<file path="config.mk">
export PLATFORM = sky130hd
export DESIGN_NAME = boot_sequencer
export DESIGN_NICKNAME = d
export VERILOG_FILES = /design/src/rtl/boot_sequencer_pkg.sv /design/src/rtl/boot_sequencer_counter.sv /design/src/rtl/boot_sequencer.sv
export SDC_FILE = /design/constraint.sdc
export NUM_CORES = 1
export LEC_CHECK = 0
export CAP_MARGIN = 20
export CORE_AREA = 10 10 87 89
export DETAILED_ROUTE_END_ITERATION = 8
export DIE_AREA = 0 0 97 99
export PLACE_DENSITY_LB_ADDON = 0.15
export SYNTH_ARGS = -nofsm -noshare
export SYNTH_HDL_FRONTEND = slang
export SYNTH_SLANG_ARGS = --single-unit
export TNS_END_PERCENT = 30
</file>
<file path="constraint.sdc">
create_clock -name Clk -period 4.8 [get_ports Clk]
set_clock_uncertainty 0.05 [all_clocks]
set_input_delay 1.2 -clock Clk [delete_from_list [all_inputs] [get_ports Clk]]
set_output_delay 1.2 -clock Clk [all_outputs]
set_load 0.005 [all_outputs]
</file>
<file path="src/rtl/boot_sequencer_pkg.sv">
// Shared CPU boot package: bus width defaults and the boot sequencer state encoding.
package boot_sequencer_pkg;

    localparam int ADDR_W_DEF = 16;
    localparam int DATA_W_DEF = 8;

    typedef enum logic [1:0] {
        HALT   = 2'd0,
        LOAD   = 2'd1,
        SETTLE = 2'd2,
        RUN    = 2'd3
    } bootState_t;

endpackage : boot_sequencer_pkg

</file>
<file path="src/rtl/boot_sequencer_counter.sv">
// boot_counter: load-address and remaining-byte counters for the program loader.
// The address wraps naturally at 2^ADDR_W; the byte count only ever steps down.
import boot_sequencer_pkg::*;

module boot_counter #(
    parameter int ADDR_W = ADDR_W_DEF
) (
    input  logic              Clk,
    input  logic              RstN,
    input  logic              Load,
    input  logic [ADDR_W-1:0] StartAdr,
    input  logic [ADDR_W-1:0] LenIn,
    input  logic              Step,
    output logic [ADDR_W-1:0] AdrCnt,
    output logic [ADDR_W-1:0] RemCnt
);

    // Latch the load window on start, then advance one byte per accepted handshake.
    // NOTE: state registers use non-blocking (<=) so every flop samples pre-edge values.
    always_ff @(posedge Clk or negedge RstN) begin
        if (!RstN) begin
            AdrCnt <= '0;
            RemCnt <= '0;
        end else if (Load) begin
            AdrCnt <= StartAdr;
            RemCnt <= LenIn;
        end else if (Step) begin
            AdrCnt <= AdrCnt + ADDR_W'(1);
            RemCnt <= RemCnt - ADDR_W'(1);
        end
    end

endmodule : boot_counter

</file>
<file path="src/rtl/boot_sequencer.sv">
// boot_sequencer: loads a program image from a byte stream into memory, then
// releases the CPU. Memory bus ownership is decided purely by the current state:
// the loader owns it in LOAD, the CPU in RUN, nobody in HALT/SETTLE.
import boot_sequencer_pkg::*;

module boot_sequencer #(
    parameter int ADDR_W = ADDR_W_DEF,
    parameter int DATA_W = DATA_W_DEF
) (
    input  logic              Clk,
    input  logic              RstN,
    input  logic              LoadReq,
    input  logic              HaltReq,
    input  logic [ADDR_W-1:0] StartAdr,
    input  logic [ADDR_W-1:0] LenIn,
    input  logic [DATA_W-1:0] RxData,
    input  logic              RxValid,
    output logic              RxReady,
    input  logic              CpuLdMem,
    input  logic              CpuWrtMem,
    input  logic [ADDR_W-1:0] CpuAdr,
    input  logic [DATA_W-1:0] CpuDataOut,
    output logic              MemLd,
    output logic              MemWrt,
    output logic [ADDR_W-1:0] MemAdr,
    output logic [DATA_W-1:0] MemDataOut,
    output logic              CPUEn,
    output logic              Busy,
    output logic              Done
);

    bootState_t        state;
    bootState_t        nextState;
    logic              loadStart;
    logic              handshake;
    logic [ADDR_W-1:0] adrCnt;
    logic [ADDR_W-1:0] remCnt;

    boot_counter #(
        .ADDR_W (ADDR_W)
    ) uCounter (
        .Clk      (Clk),
        .RstN     (RstN),
        .Load     (loadStart),
        .StartAdr (StartAdr),
        .LenIn    (LenIn),
        .Step     (handshake),
        .AdrCnt   (adrCnt),
        .RemCnt   (remCnt)
    );

    // Next-state selection and state-owned bus/handshake outputs; HaltReq wins everywhere.
    // NOTE: every signal gets a default before the case so no path leaves one unassigned (no latches).
    always_comb begin
        nextState  = state;
        loadStart  = 1'b0;
        handshake  = 1'b0;
        RxReady    = 1'b0;
        MemLd      = 1'b0;
        MemWrt     = 1'b0;
        MemAdr     = '0;
        MemDataOut = '0;
        Busy       = 1'b0;
        case (state)
            HALT: begin
                if (LoadReq && !HaltReq) begin
                    if (LenIn != '0) begin
                        loadStart = 1'b1;
                        nextState = LOAD;
                    end else begin
                        nextState = SETTLE;
                    end
                end
            end
            LOAD: begin
                Busy       = 1'b1;
                RxReady    = !HaltReq;
                handshake  = RxValid && !HaltReq;
                MemWrt     = handshake;
                MemAdr     = adrCnt;
                MemDataOut = RxData;
                if (HaltReq) begin
                    nextState = HALT;
                end else if (handshake && (remCnt == ADDR_W'(1))) begin
                    nextState = SETTLE;
                end
            end
            SETTLE: begin
                Busy      = 1'b1;
                nextState = HaltReq ? HALT : RUN;
            end
            RUN: begin
                MemLd      = CpuLdMem;
                MemWrt     = CpuWrtMem;
                MemAdr     = CpuAdr;
                MemDataOut = CpuDataOut;
                if (HaltReq) begin
                    nextState = HALT;
                end
            end
            default: nextState = HALT;
        endcase
    end

    // State register plus CPU enable and RUN-entry pulse, both derived from next state.
    always_ff @(posedge Clk or negedge RstN) begin
        if (!RstN) begin
            state <= HALT;
            CPUEn <= 1'b0;
            Done  <= 1'b0;
        end else begin
            state <= nextState;
            CPUEn <= (nextState == RUN);
            Done  <= (nextState == RUN) && (state != RUN);
        end
    end

endmodule : boot_sequencer

</file>
# After elaboration in Yosys (flattened, before gate mapping)
# Index checks and enable logic that the tools add are counted.
# op_classes
n_reduce_logical,9
n_addsub,2
muxes,21
eq_ne,6
# op_table
cell,count
two-way mux 16 bit,4
one-hot mux 16 bit (2 select lines),1
"adder 16 x 1 -> 16 bit, second input constant",1
"== test 16 x 1 -> 1 bit, second input constant",1
one-hot mux 8 bit (2 select lines),1
nonzero test 16 bit,1
"subtractor 16 x 1 -> 16 bit, second input constant",1
two-way mux 2 bit,6
one-hot mux 2 bit (4 select lines),1
two-way mux 1 bit,7
"== test 2 bit, second input constant",3
logical AND 1 bit,4
"== test 2 x 1 -> 1 bit, second input constant",1
zero test 2 bit,1
"inequality test 2 bit, second input constant",1
one-hot mux 1 bit (2 select lines),1
nonzero test 2 bit,1
OR reduction 2 bit,1
zero test 1 bit,1
# totals
word_cells,43
output_inout_bits,30
inputBits,71
ff_bits,36

# Longest topological paths before layout
# depth
ltp_word,8
ltp_mapped,8
ltp_nobuf,6

# Cells and area by module
# From an unflattened synthesis, not the netlist that was laid out.
# hier_totals
hier_cells,273
hier_area_um2,2434.8
# by_module_without_submodules
module,area_per_inst_um2,seq_area_each_um2,instances,cells_each
boot_counter,1767.9,800.8,1,194
boot_sequencer,666.9,100.1,1,79

# Least setup slack after synthesis
# Ideal clock, no wire load.
# synth_timing
path_type,input -> output
startpoint,input HaltReq
endpoint,output MemWrt
setup_slack_ns,1.788
cell_stages,3
n_path_buf,1
t_required_ns,3.550
arrival_ns,1.762
cell_sequence,nand3b_1 > buf_1 > nand2_1
# synth_via
elab_chain_len,3
# synth_lines
element,line_no,text
"start, declared",boot_sequencer.sv:13,"input logic HaltReq,"
zero test 1 bit,boot_sequencer.sv:78,handshake = RxValid && !HaltReq;
logical AND 1 bit,boot_sequencer.sv:78,
one-hot mux 1 bit (2 select lines),boot_sequencer.sv:64,case (state)
"end, declared",boot_sequencer.sv:24,"output logic MemWrt,"
# No other way between the ends.

# Worst setup path in the final report
# Same ends and word-level chain as after synthesis.

==> flow_summary.json <==
{
  "yosysTopAreaCellShare_pct": 36.1,
  "yosysMostFrequentCell": "dfrtp_1",
  "ir_drop_mv": 0.274,
  "ios": 101,
  "async_flop_share_pct": 100,
  "slowest_stage": "clkdlybuf4s50_1",
  "ys.flop_type": "dfrtp_1",
  "yosysUniqueCellTypes": 51,
  "critPathMostFrequentCell": "clkdlybuf4s50_1",
  "maxSlewViolCount": 0,
  "fin_tns_setup_ns": 0,
  "avgSynthCellArea_um2": 9.03,
  "yosys-top-cells-area": "dfrtp_1, a22o_1, nand2_1, o21ai_1, ha_1",
  "cts_sinks": 36,
  "worstSetupStartpointType": "input port",
  "worst_pin_slew_ns": 1.02,
  "regArea_um2": 901,
  "synth_edf_count": 0,
  "post-cts-setup-buffers": 0,
  "grt_overflow": 0,
  "arrival_ns": 2.75,
  "die_y_um": 99,
  "grt_use_total_pct": 15.6,
  "crit_chain": "clkdlybuf4s50_1 > nand3b_1 > nand2_1 > clkdlybuf4s50_1",
  "power_density_nw_per_um2": 486,
  "first_pass_iters": 4,
  "worstPathRequired_ns": 3.55,
  "synthTopCellsByCount": "dfrtp_1, nand2_1, a22o_1",
  "cpPeakStageDelay_ns": 0.63,
  "r2r-end": "uCounter.AdrCnt[15]",
  "num_rows": 28,
  "total_leakage_power_nw": 1.37,
  "vias": 2472,
  "drt_wl_total_mm": 7.63,
  "multiInputGateArea_um2": 1490,
  "dr.first_iter.drc_count": 113,
  "dp_hpwl_mm": 5.97,
  "cts_tree": "done",
  "crit_buf_inv": 2,
  "hold_violations": 0,
  "first_global_vias": 2479,
  "min_from": "uCounter.RemCnt[12]",
  "areaGrowthSynthToFinish_pct": 46.0,
  "antenna_cells": 0,
  "max_freq_ghz": 0.250,
  "cts_root_buf": "clkbuf_8",
  "fill_cells": 530,
  "r2r_cells": 8,
  "grt_setup_unrepaired": "false",
  "clk_latency_ns": 0.29,
  "ant_nets": 0,
  "fin_crit_ns": 4.00,
  "cap_violations": 0,
  "clockBufferDepth": 2,
  "crit_family": "buffers and inverters",
  "cts-htree-levels": 2,
  "netlist_area_um2": 2490,
  "dieArea_um2": 9600,
  "setup_viol": 0,
  "antenna_found_initial": 0,
  "worst_setup_path_end_kind": "primary output",
  "min_period_over_period_pct": 83.3,
  "utilization_pct": 62.2,
  "initial_core_util_pct": 42.6,
  "numPortBuffers": 100,
  "core_um2": 5850,
  "routedWlPerCell_um": 17.0,
  "synth-seq-cells": 36,
  "path_depth": 4,
  "r2r_slack_ns": 2.07,
  "cts_resized": 0,
  "worstSetupPathType": "in2out",
  "path_clk_slew_ns": 0.07,
  "syn_inst": 276,
  "whs_endpoint": "uCounter.RemCnt[12]",
  "drive_gt1_share_pct": 7.75,
  "grt_pass1_wl_mm": 12.7,
  "yosys_warnings": 0,
  "nNetsFinal": 452,
  "hold_path_class": "reg2reg",
  "syn-num-nets": 355,
  "cts_buffers": 5,
  "cp_max_fo": 13,
  "whs_path_depth": 2,
  "r2r-start": "state[1]",
  "drc": 0,
  "status": "finished clean",
  "slew_headroom_pct": 31.7,
  "holdBufCountCts": 0,
  "gp_congestion": 0.831,
  "die_w_um": 97,
  "ys_seq_area_share_pct": 36.1,
  "yosysTopAreaCell": "dfrtp_1",
  "via_per_inst": 5.51,
  "grt_max_degree": 37
}
[cell usage in the layout (no fill, tap or decap), types with 2 or more instances in the layout]
cell type and count:
nand4b_1 2, dfrtp_1 36, nor4_1 9, xnor2_1 11
o31ai_1 2, clkbuf_8 6, nor2b_1 2, a21oi_1 4
xor2_1 10, nor2_1 13, a21oi_2 3, and4_1 2
o21ai_0 6, clkdlybuf4s50_1 99, nor3_1 6, or4_1 5
or4_4 3, and3b_1 2, inv_1 10, nand2_1 34
nand4_1 4, a31oi_1 6, or3_1 4, o21ai_1 23
nand3b_1 3, buf_4 4, o41ai_1 2, a22o_1 24
o41a_1 2, nand3_1 7, ha_1 8, clkinv_2 2
[per-layer routing]
layer / global-route usage (%) / share of wire, %
met2: 25.8 / 48
met5: 0 / 0
met1: 19.9 / 46
met3: 3.98 / 5.0
met4: 3.29 / 0.66
[state kept, by name (all words and copies together), names as in the netlist]
| name | count |
|---|---|
| uCounter.AdrCnt | 16 |
| uCounter.RemCnt | 16 |
| state | 2 |
| CPUEn | 1 |
| Done | 1 |
[power breakdown]
group	total, mW	internal, mW	switching (mW)
Combinational	0.928	0.515	0.413
Clock	0.228	0.115	0.113
Sequential	0.613	0.445	0.168
[layout make-up]
cell class,instances,area share [%]
Sequential cell,36,24.8
Inverter,10,1.03
Tap cell,75,2.58
Clock inverter,2,0.275
Timing Repair Buffer,104,28.2
Multi-Input combinational cell,216,40.9
Clock buffer,6,2.27
[worst reg2reg max path, cell delays in order, from the launching register on]
cell and delay (ns):
dfrtp_1 0.41, inv_1 0.15, ha_1 0.17, buf_4 0.30
nand3b_1 0.18, buf_4 0.22, or4_1 0.60, o41a_2 0.47
a21oi_2 0.13
[through the flow]
stage / instance area, um2 / instances / hold slack, ns / power [mW] / setup slack (ns)
6_report: 3640 / 449 / 0.522 / 1.77 / 0.802
5_1_grt: 3640 / 449 / 0.550 / 1.92 / 0.776
4_1_cts: 3640 / 449 / 0.524 / 1.78 / 0.823
3_5_place_dp: 3550 / 441 / 0.511 / 1.55 / 0.832
3_3_place_gp: 3550 / 441 / 0.499 / 1.53 / 0.857
2_1_floorplan: 2490 / 276 / 0.480 / 1.13 / 1.79
[worst max-delay path by stage]
| stage | startpoint | end | slack, ns |
|---|---|---|---|
| after floorplan | HaltReq | MemWrt | 1.79 |
| after global placement | HaltReq | MemWrt | 0.86 |
| after detailed placement | HaltReq | MemWrt | 0.83 |
| after CTS | HaltReq | MemWrt | 0.82 |
| after global routing | HaltReq | MemWrt | 0.78 |
| final | HaltReq | MemWrt | 0.80 |
[kinds of logic (layout without fill, tap and decap cells)]
family                     Yosys count  in the layout  synth area share, %
AOI/OAI and AO/OA                   79             79                 23.3
xor gates and xnor gates            21             21                 7.38
adders and majority gates            8              8                 4.02
buffers and inverters               24            122                 4.17
DFF                                 36             36                 36.1
muxes                                1              1                0.402
and+or+nand+nor                    107            107                 24.5
Power figures use the tool's default switching activity.
